===== config.mk =====
export PLATFORM = sky130hd
export DESIGN_NAME = y_postproc
export DESIGN_NICKNAME = d
export VERILOG_FILES = /design/src/rtl/conv_pkg.sv /design/src/rtl/sync_fifo.sv /design/src/rtl/y_postproc.sv
export SDC_FILE = /design/constraint.sdc
export NUM_CORES = 1
export LEC_CHECK = 0
export BUFFER_PORTS_ARGS = -buffer_cell sky130_fd_sc_hd__buf_2
export CAP_MARGIN = 20
export CORE_ASPECT_RATIO = 0.5
export CORE_UTILIZATION = 59
export CTS_BUF_LIST = sky130_fd_sc_hd__clkbuf_2
export CTS_CLUSTER_DIAMETER = 150
export CTS_CLUSTER_SIZE = 8
export DETAILED_ROUTE_END_ITERATION = 16
export HOLD_SLACK_MARGIN = 0.06
export MAX_ROUTING_LAYER = met4
export PLACE_DENSITY = 0.79
export SKIP_CTS_REPAIR_TIMING = 1
export SLEW_MARGIN = 30
export SYNTH_ARGS = -nofsm -noshare
export SYNTH_HDL_FRONTEND = slang
export SYNTH_SLANG_ARGS = --single-unit

===== constraint.sdc =====
create_clock -name clk -period 2.07 [get_ports clk]
set_input_delay 0.207 -clock clk [delete_from_list [all_inputs] [get_ports clk]]
set_output_delay 0.207 -clock clk [all_outputs]
set_load 0.01 [all_outputs]

===== src/rtl/conv_pkg.sv =====
// ============================================================================
// conv_pkg : shared widths/sizes of the convolution path and the output
//            round / ReLU / saturate helper.
// Rev 1.0
// ============================================================================
`default_nettype none

package conv_pkg;

   localparam int unsigned c_data_width_x = 8;
   localparam int unsigned c_data_width_f = 8;
   localparam int unsigned c_x_size       = 7;
   localparam int unsigned c_f_size       = 3;
   localparam int unsigned c_in_width     = c_data_width_x + c_data_width_f + 2;
   localparam int unsigned c_y_count      = c_x_size - c_f_size + 1;

   // Working width of the helper; must exceed any IN_WIDTH + 1 used with it.
   localparam int unsigned c_max_width    = 40;

   typedef struct packed {
      logic                          sat;
      logic signed [c_max_width-1:0] value;
   } sat_res_t;

   function automatic sat_res_t sat_round(
      input logic signed [c_max_width-1:0] x,
      input int unsigned                   shift,
      input int unsigned                   out_width,
      input logic                          relu_en
   );
      logic signed [c_max_width-1:0] r;
      logic signed [c_max_width-1:0] one;
      logic signed [c_max_width-1:0] hi;
      logic signed [c_max_width-1:0] lo;
      sat_res_t                      res;
      one = {{(c_max_width-1){1'b0}}, 1'b1};
      r   = x;
      if (shift > 0) begin
         r = (x + (one <<< (shift - 1))) >>> shift;
      end
      if (relu_en && r[c_max_width-1]) begin
         r = '0;
      end
      hi        = (one <<< (out_width - 1)) - one;
      lo        = -(one <<< (out_width - 1));
      res.sat   = 1'b0;
      res.value = r;
      if (r > hi) begin
         res.sat   = 1'b1;
         res.value = hi;
      end else if (r < lo) begin
         res.sat   = 1'b1;
         res.value = lo;
      end
      return res;
   endfunction

endpackage

`default_nettype wire


===== src/rtl/sync_fifo.sv =====
// ============================================================================
// sync_fifo : single-clock FIFO, no full-bypass, head entry shown on rd_data.
// Rev 1.0
// ============================================================================
`default_nettype none

module sync_fifo #(
   parameter int unsigned WIDTH = 9,
   parameter int unsigned DEPTH = 4
) (
   input  logic             clk,
   input  logic             reset,
   input  logic             wr_en,
   input  logic [WIDTH-1:0] wr_data,
   output logic             full,
   input  logic             rd_en,
   output logic [WIDTH-1:0] rd_data,
   output logic             empty
);

   localparam int unsigned  c_aw   = $clog2(DEPTH);
   localparam logic [c_aw:0] c_full = (c_aw + 1)'(DEPTH);

   logic [WIDTH-1:0] r_mem [DEPTH];
   logic [c_aw-1:0]  r_wr_ptr;
   logic [c_aw-1:0]  r_rd_ptr;
   logic [c_aw:0]    r_count;
   logic             w_push;
   logic             w_pop;

   assign full    = (r_count == c_full);
   assign empty   = (r_count == '0);
   assign w_push  = wr_en && !full;
   assign w_pop   = rd_en && !empty;
   assign rd_data = r_mem[r_rd_ptr];

   always_ff @(posedge clk or negedge reset) begin
      if (!reset) begin
         for (int i = 0; i < DEPTH; i++) begin
            r_mem[i] <= '0;
         end
         r_wr_ptr <= '0;
         r_rd_ptr <= '0;
         r_count  <= '0;
      end else begin
         if (w_push) begin
            r_mem[r_wr_ptr] <= wr_data;
            r_wr_ptr        <= r_wr_ptr + 1'b1;
         end
         if (w_pop) begin
            r_rd_ptr <= r_rd_ptr + 1'b1;
         end
         case ({w_push, w_pop})
            2'b10:   r_count <= r_count + 1'b1;
            2'b01:   r_count <= r_count - 1'b1;
            default: r_count <= r_count;
         endcase
      end
   end

endmodule

`default_nettype wire


===== src/rtl/y_postproc.sv =====
// ============================================================================
// y_postproc : round/ReLU/saturate the conv accumulator stream, buffer it and
//              tag every Y_COUNT-th output as last.
// Rev 1.0
// ============================================================================
`default_nettype none

module y_postproc
   import conv_pkg::*;
#(
   parameter int unsigned IN_WIDTH  = c_in_width,
   parameter int unsigned OUT_WIDTH = 8,
   parameter int unsigned SHIFT     = 4,
   parameter int unsigned RELU_EN   = 1,
   parameter int unsigned DEPTH     = 4,
   parameter int unsigned Y_COUNT   = c_y_count
) (
   input  logic                 clk,
   input  logic                 reset,
   input  logic                 s_valid_y,
   output logic                 s_ready_y,
   input  logic [IN_WIDTH-1:0]  s_data_in_y,
   output logic                 m_valid_z,
   input  logic                 m_ready_z,
   output logic [OUT_WIDTH-1:0] m_data_out_z,
   output logic                 m_last_z,
   output logic [7:0]           sat_count
);

   localparam int unsigned       c_idx_w    = (Y_COUNT > 1) ? $clog2(Y_COUNT) : 1;
   localparam logic [c_idx_w-1:0] c_last_idx = c_idx_w'(Y_COUNT - 1);

   logic signed [c_max_width-1:0] w_ext;
   sat_res_t                      w_res;
   logic                          w_push;
   logic                          w_is_last;
   logic                          w_fifo_full;
   logic                          w_fifo_empty;
   logic [OUT_WIDTH:0]            w_head;
   logic                          w_unused;
   logic [c_idx_w-1:0]            r_index;
   logic [7:0]                    r_sat_count;

   assign w_ext     = {{(c_max_width - IN_WIDTH){s_data_in_y[IN_WIDTH-1]}}, s_data_in_y};
   assign w_res     = sat_round(w_ext, SHIFT, OUT_WIDTH, RELU_EN != 0);
   assign w_unused  = ^w_res.value[c_max_width-1:OUT_WIDTH];
   assign s_ready_y = !w_fifo_full;
   assign w_push    = s_valid_y && s_ready_y;
   assign w_is_last = (r_index == c_last_idx);

   sync_fifo #(
      .WIDTH (OUT_WIDTH + 1),
      .DEPTH (DEPTH)
   ) u_fifo (
      .clk     (clk),
      .reset   (reset),
      .wr_en   (w_push),
      .wr_data ({w_is_last, w_res.value[OUT_WIDTH-1:0]}),
      .full    (w_fifo_full),
      .rd_en   (m_ready_z),
      .rd_data (w_head),
      .empty   (w_fifo_empty)
   );

   assign m_valid_z    = !w_fifo_empty;
   assign m_last_z     = w_head[OUT_WIDTH];
   assign m_data_out_z = w_head[OUT_WIDTH-1:0];
   assign sat_count    = r_sat_count;

   always_ff @(posedge clk or negedge reset) begin
      if (!reset) begin
         r_index     <= '0;
         r_sat_count <= '0;
      end else if (w_push) begin
         r_index <= w_is_last ? '0 : r_index + 1'b1;
         // Sticky at 255 rather than wrapping.
         if (w_res.sat && (r_sat_count != 8'hFF)) begin
            r_sat_count <= r_sat_count + 1'b1;
         end
      end
   end

endmodule

`default_nettype wire


==> flow_summary.toml <==
[yosys]
synthMostInstantiatedCell = "dfrtp_1"
synth-seq-cells = 54
yosys_most_used_dff = "dfrtp_1"
ys_seq_area_share_pct = 49.5
ys_async_sr_fraction_pct = 100
synthesis.area_mm2 = 0.00273
synth_edf_count = 0
synth_area_leaders = "dfrtp_1 (49%), a22o_1 (7.7%), mux4_2 (7.4%)"
synth_fp_nets = 262
ys_top_cells_by_count = "dfrtp_1 (54), a22o_1 (24), nand2_1 (22), xnor2_1 (13), o21ai_0 (10)"
avgSynthCellArea_um2 = 11.9
ys_warn_count = 0
yosys.area.top_type = "dfrtp_1"
synth.top_cell.area_share_pct = 49.5
syn-instance-count = 230
synth.distinct_cells = 38

[place]
port-buffer-count = 37
dp_hpwl_mm = 4.23
placedCellCount = 340
place.gp.congestion = 0.864

[setup_path]
required_ns = 2.45
cp_slowest_cell = "dfrtp_1"
max_stage_delay_ns = 0.44
critPathLaunchType = "flop"
r2r-start = "u_fifo.r_count[0]$_DFFE_PN0P_"
rrSetupSlack_ns = 0.09
r2r-end = "u_fifo.r_count[1]$_DFFE_PN0P_"
crit_family = "simple AND/OR/NAND/NOR gates"
criticalPathCategory = "flop to flop"
crit_fanout = 3
reg2regPathDepth = 7
cp_num_buf_inv = 2
path_cells = "buf_4 -> or3_1 -> and2_4 -> ha_4 -> inv_1 -> fa_1 -> o21ai_0"
critPathCaptureType = "flop"
arrival_ns = 2.36

[layout]
syn_to_final_growth_pct = 20.1
drive_gt1_share_pct = 32.4
final_util_pct = 74.1
fill_cells = 309
fin_cells = 353
n_antenna_cell = 0
fin_nets = 327

[drt]
avgRoutedWirePerCell_um = 16.7
drc = 0
wl_mm = 5.88
viasPerCell = 5.78
vias = 2041
first_pass_iters = 6
drtAntennaViolNets = 0
drtIter0Drc = 81

[min_path]
holdPathStages = 4
hold_start = "s_valid_y"
hp-class = "input port to flop"
hold_end = "u_fifo.r_wr_ptr[0]$_DFFE_PN0P_"

[sta]
rsz0062_at_grt = "true"
hold_viol = 0
period_minus_slack_ns = 1.98
setup_viol = 0
post-route-period-util_pct = 95.6
fmax_mhz = 505
holdWs_ns = 0.220
relSlewSlack_pct = 56.2
worst_clock_skew_ns = 0.0209
worstMarginPinSlew_ns = 0.657
finalMaxSlewViolations = 0

[pwr]
switching_share_pct = 36.0
p_leak_nw = 1.53
combPwrFrac_pct = 43.4
seqPwrFrac_pct = 43.6
ir_drop_mv = 0.640
clockPowerShare_pct = 12.9
powerDensity_mw_per_mm2 = 1270
power.internal_mw = 2.67
p_switching_mw = 1.50

[cts]
h-tree-depth = 2
root_buffer = "clkbuf_2"
cts_buffers = 5
cts_tree = "built"
cts_buffer_depth = 2
cts.sink_count = 54
path_clk_slew_ns = 0.26
clk_latency_ns = 0.44

[floorplanning]
rows = 17
io_pins = 41
dieArea_mm2 = 0.00492
die_w_um = 98.2
start_util_pct = 61.7
core_mm2 = 0.00442
fp.dieH_um = 50.1

[grt]
overflow = 0
grt_max_degree = 55
grt_pass1_vias = 1962
antenna_found_initial = 0
grt_pass1_wl_mm = 9.55
gr-usage-all-layers_pct = 26.6

[run_status]
status = "finished, final reports clean"

[run]
maxCapViolCount = 0
==> worst reg2reg max path, stage by stage (launching register included) <==
cell and delay, ns:
dfrtp_1 0.44, buf_4 0.14, or3_1 0.37, and2_4 0.20, ha_4 0.17, inv_1 0.06
fa_1 0.40, o21ai_0 0.16
==> per-stage QoR <==
| stage | setup WS, ns | TNS, ns | instance area, um^2 | power, mW |
|---|---|---|---|---|
| after floorplan | 0.0217 | 0 | 2750 | 2.93 |
| after global placement | -0.0162 | -0.138 | 3150 | 3.42 |
| after detailed placement | -0.0875 | -1.60 | 3150 | 3.55 |
| after CTS | -0.000580 | -0.000580 | 3210 | 4.08 |
| after global routing | -0.0268 | -0.0312 | 3280 | 4.47 |
| final | 0.0904 | 0 | 3280 | 4.17 |
==> power groups by stage <==
stage	clock, mW	sequential, mW	combinational, mW
2_1_floorplan	0	1.73	1.20
4_1_cts	0.546	1.81	1.72
5_1_grt	0.592	1.86	2.01
3_5_place_dp	0	1.83	1.72
3_3_place_gp	0	1.79	1.63
6_report	0.540	1.82	1.81
==> layout make-up <==
cell class / instances / area [um^2] / share of cell area [%]
tap: 57 / 71.3 / 2.18
clock inverter: 3 / 42.5 / 1.30
sequential: 54 / 1350 / 41.2
multi-input combinational: 158 / 1340 / 40.7
clock buffer: 5 / 25.0 / 0.763
inverter: 9 / 33.8 / 1.03
timing repair buffer: 67 / 419 / 12.8
==> worst max-delay path by stage <==
stage / start / endpoint / slack (ns) / cells past startpoint
after floorplan: s_data_in_y[3] / sat_count[1]$_DFFE_PN0P_ / 0.02 / 8
after global placement: s_data_in_y[3] / u_fifo.r_mem[4]$_DFFE_PN0P_ / -0.02 / 8
after detailed placement: s_data_in_y[3] / u_fifo.r_mem[14]$_DFFE_PN0P_ / -0.09 / 7
after CTS: u_fifo.r_count[0]$_DFFE_PN0P_ / u_fifo.r_count[2]$_DFFE_PN0P_ / -0.0006 / 10
after global routing: u_fifo.r_count[0]$_DFFE_PN0P_ / u_fifo.r_count[2]$_DFFE_PN0P_ / -0.03 / 9
final: u_fifo.r_count[0]$_DFFE_PN0P_ / u_fifo.r_count[1]$_DFFE_PN0P_ / 0.09 / 7
==> flip-flops by register name (all words and copies together), names as in the netlist <==
signal	flops
u_fifo.r_count	3
u_fifo.r_wr_ptr	2
u_fifo.r_mem	36
r_index	3
sat_count	8
u_fifo.r_rd_ptr	2
==> metal layers <==
| metal | part of all wire (%) | global-route usage [%] |
|---|---|---|
| met2 | 49 | 43.5 |
| met3 | 4.6 | 5.39 |
| met1 | 46 | 34.5 |
| met4 | 0.94 | 6.97 |
| met5 | 0 | - |
==> cells by family (layout without fill, tap and decap cells) <==
family | count (synthesis) | after routing | synth area share, %
AO/OA/AOI/OAI | 52 | 52 | 15.7
XOR/XNOR | 19 | 19 | 6.10
adder cells (fa/ha/maj) | 10 | 10 | 4.86
buffers and inverters | 18 | 84 | 2.89
flip-flops | 54 | 54 | 49.5
multiplexers | 10 | 10 | 7.84
AND/OR/NAND/NOR | 67 | 67 | 13.1
==> cell usage in the layout, fill, tap and decap left out, types with 5 or more instances in the layout <==
cell | netlist | layout
dfrtp_1 | 54 | 54
buf_2 | 0 | 37
buf_4 | 1 | 27
a22o_1 | 24 | 24
nand2_1 | 22 | 21
xnor2_1 | 13 | 13
o21ai_0 | 10 | 10
mux4_2 | 9 | 9
nand3_1 | 8 | 8
nor2_1 | 8 | 8
ha_1 | 9 | 7
inv_1 | 9 | 6
xor2_1 | 6 | 6
and3_1 | 6 | 6
clkbuf_2 | 0 | 5
Power figures use the tool's default switching activity.
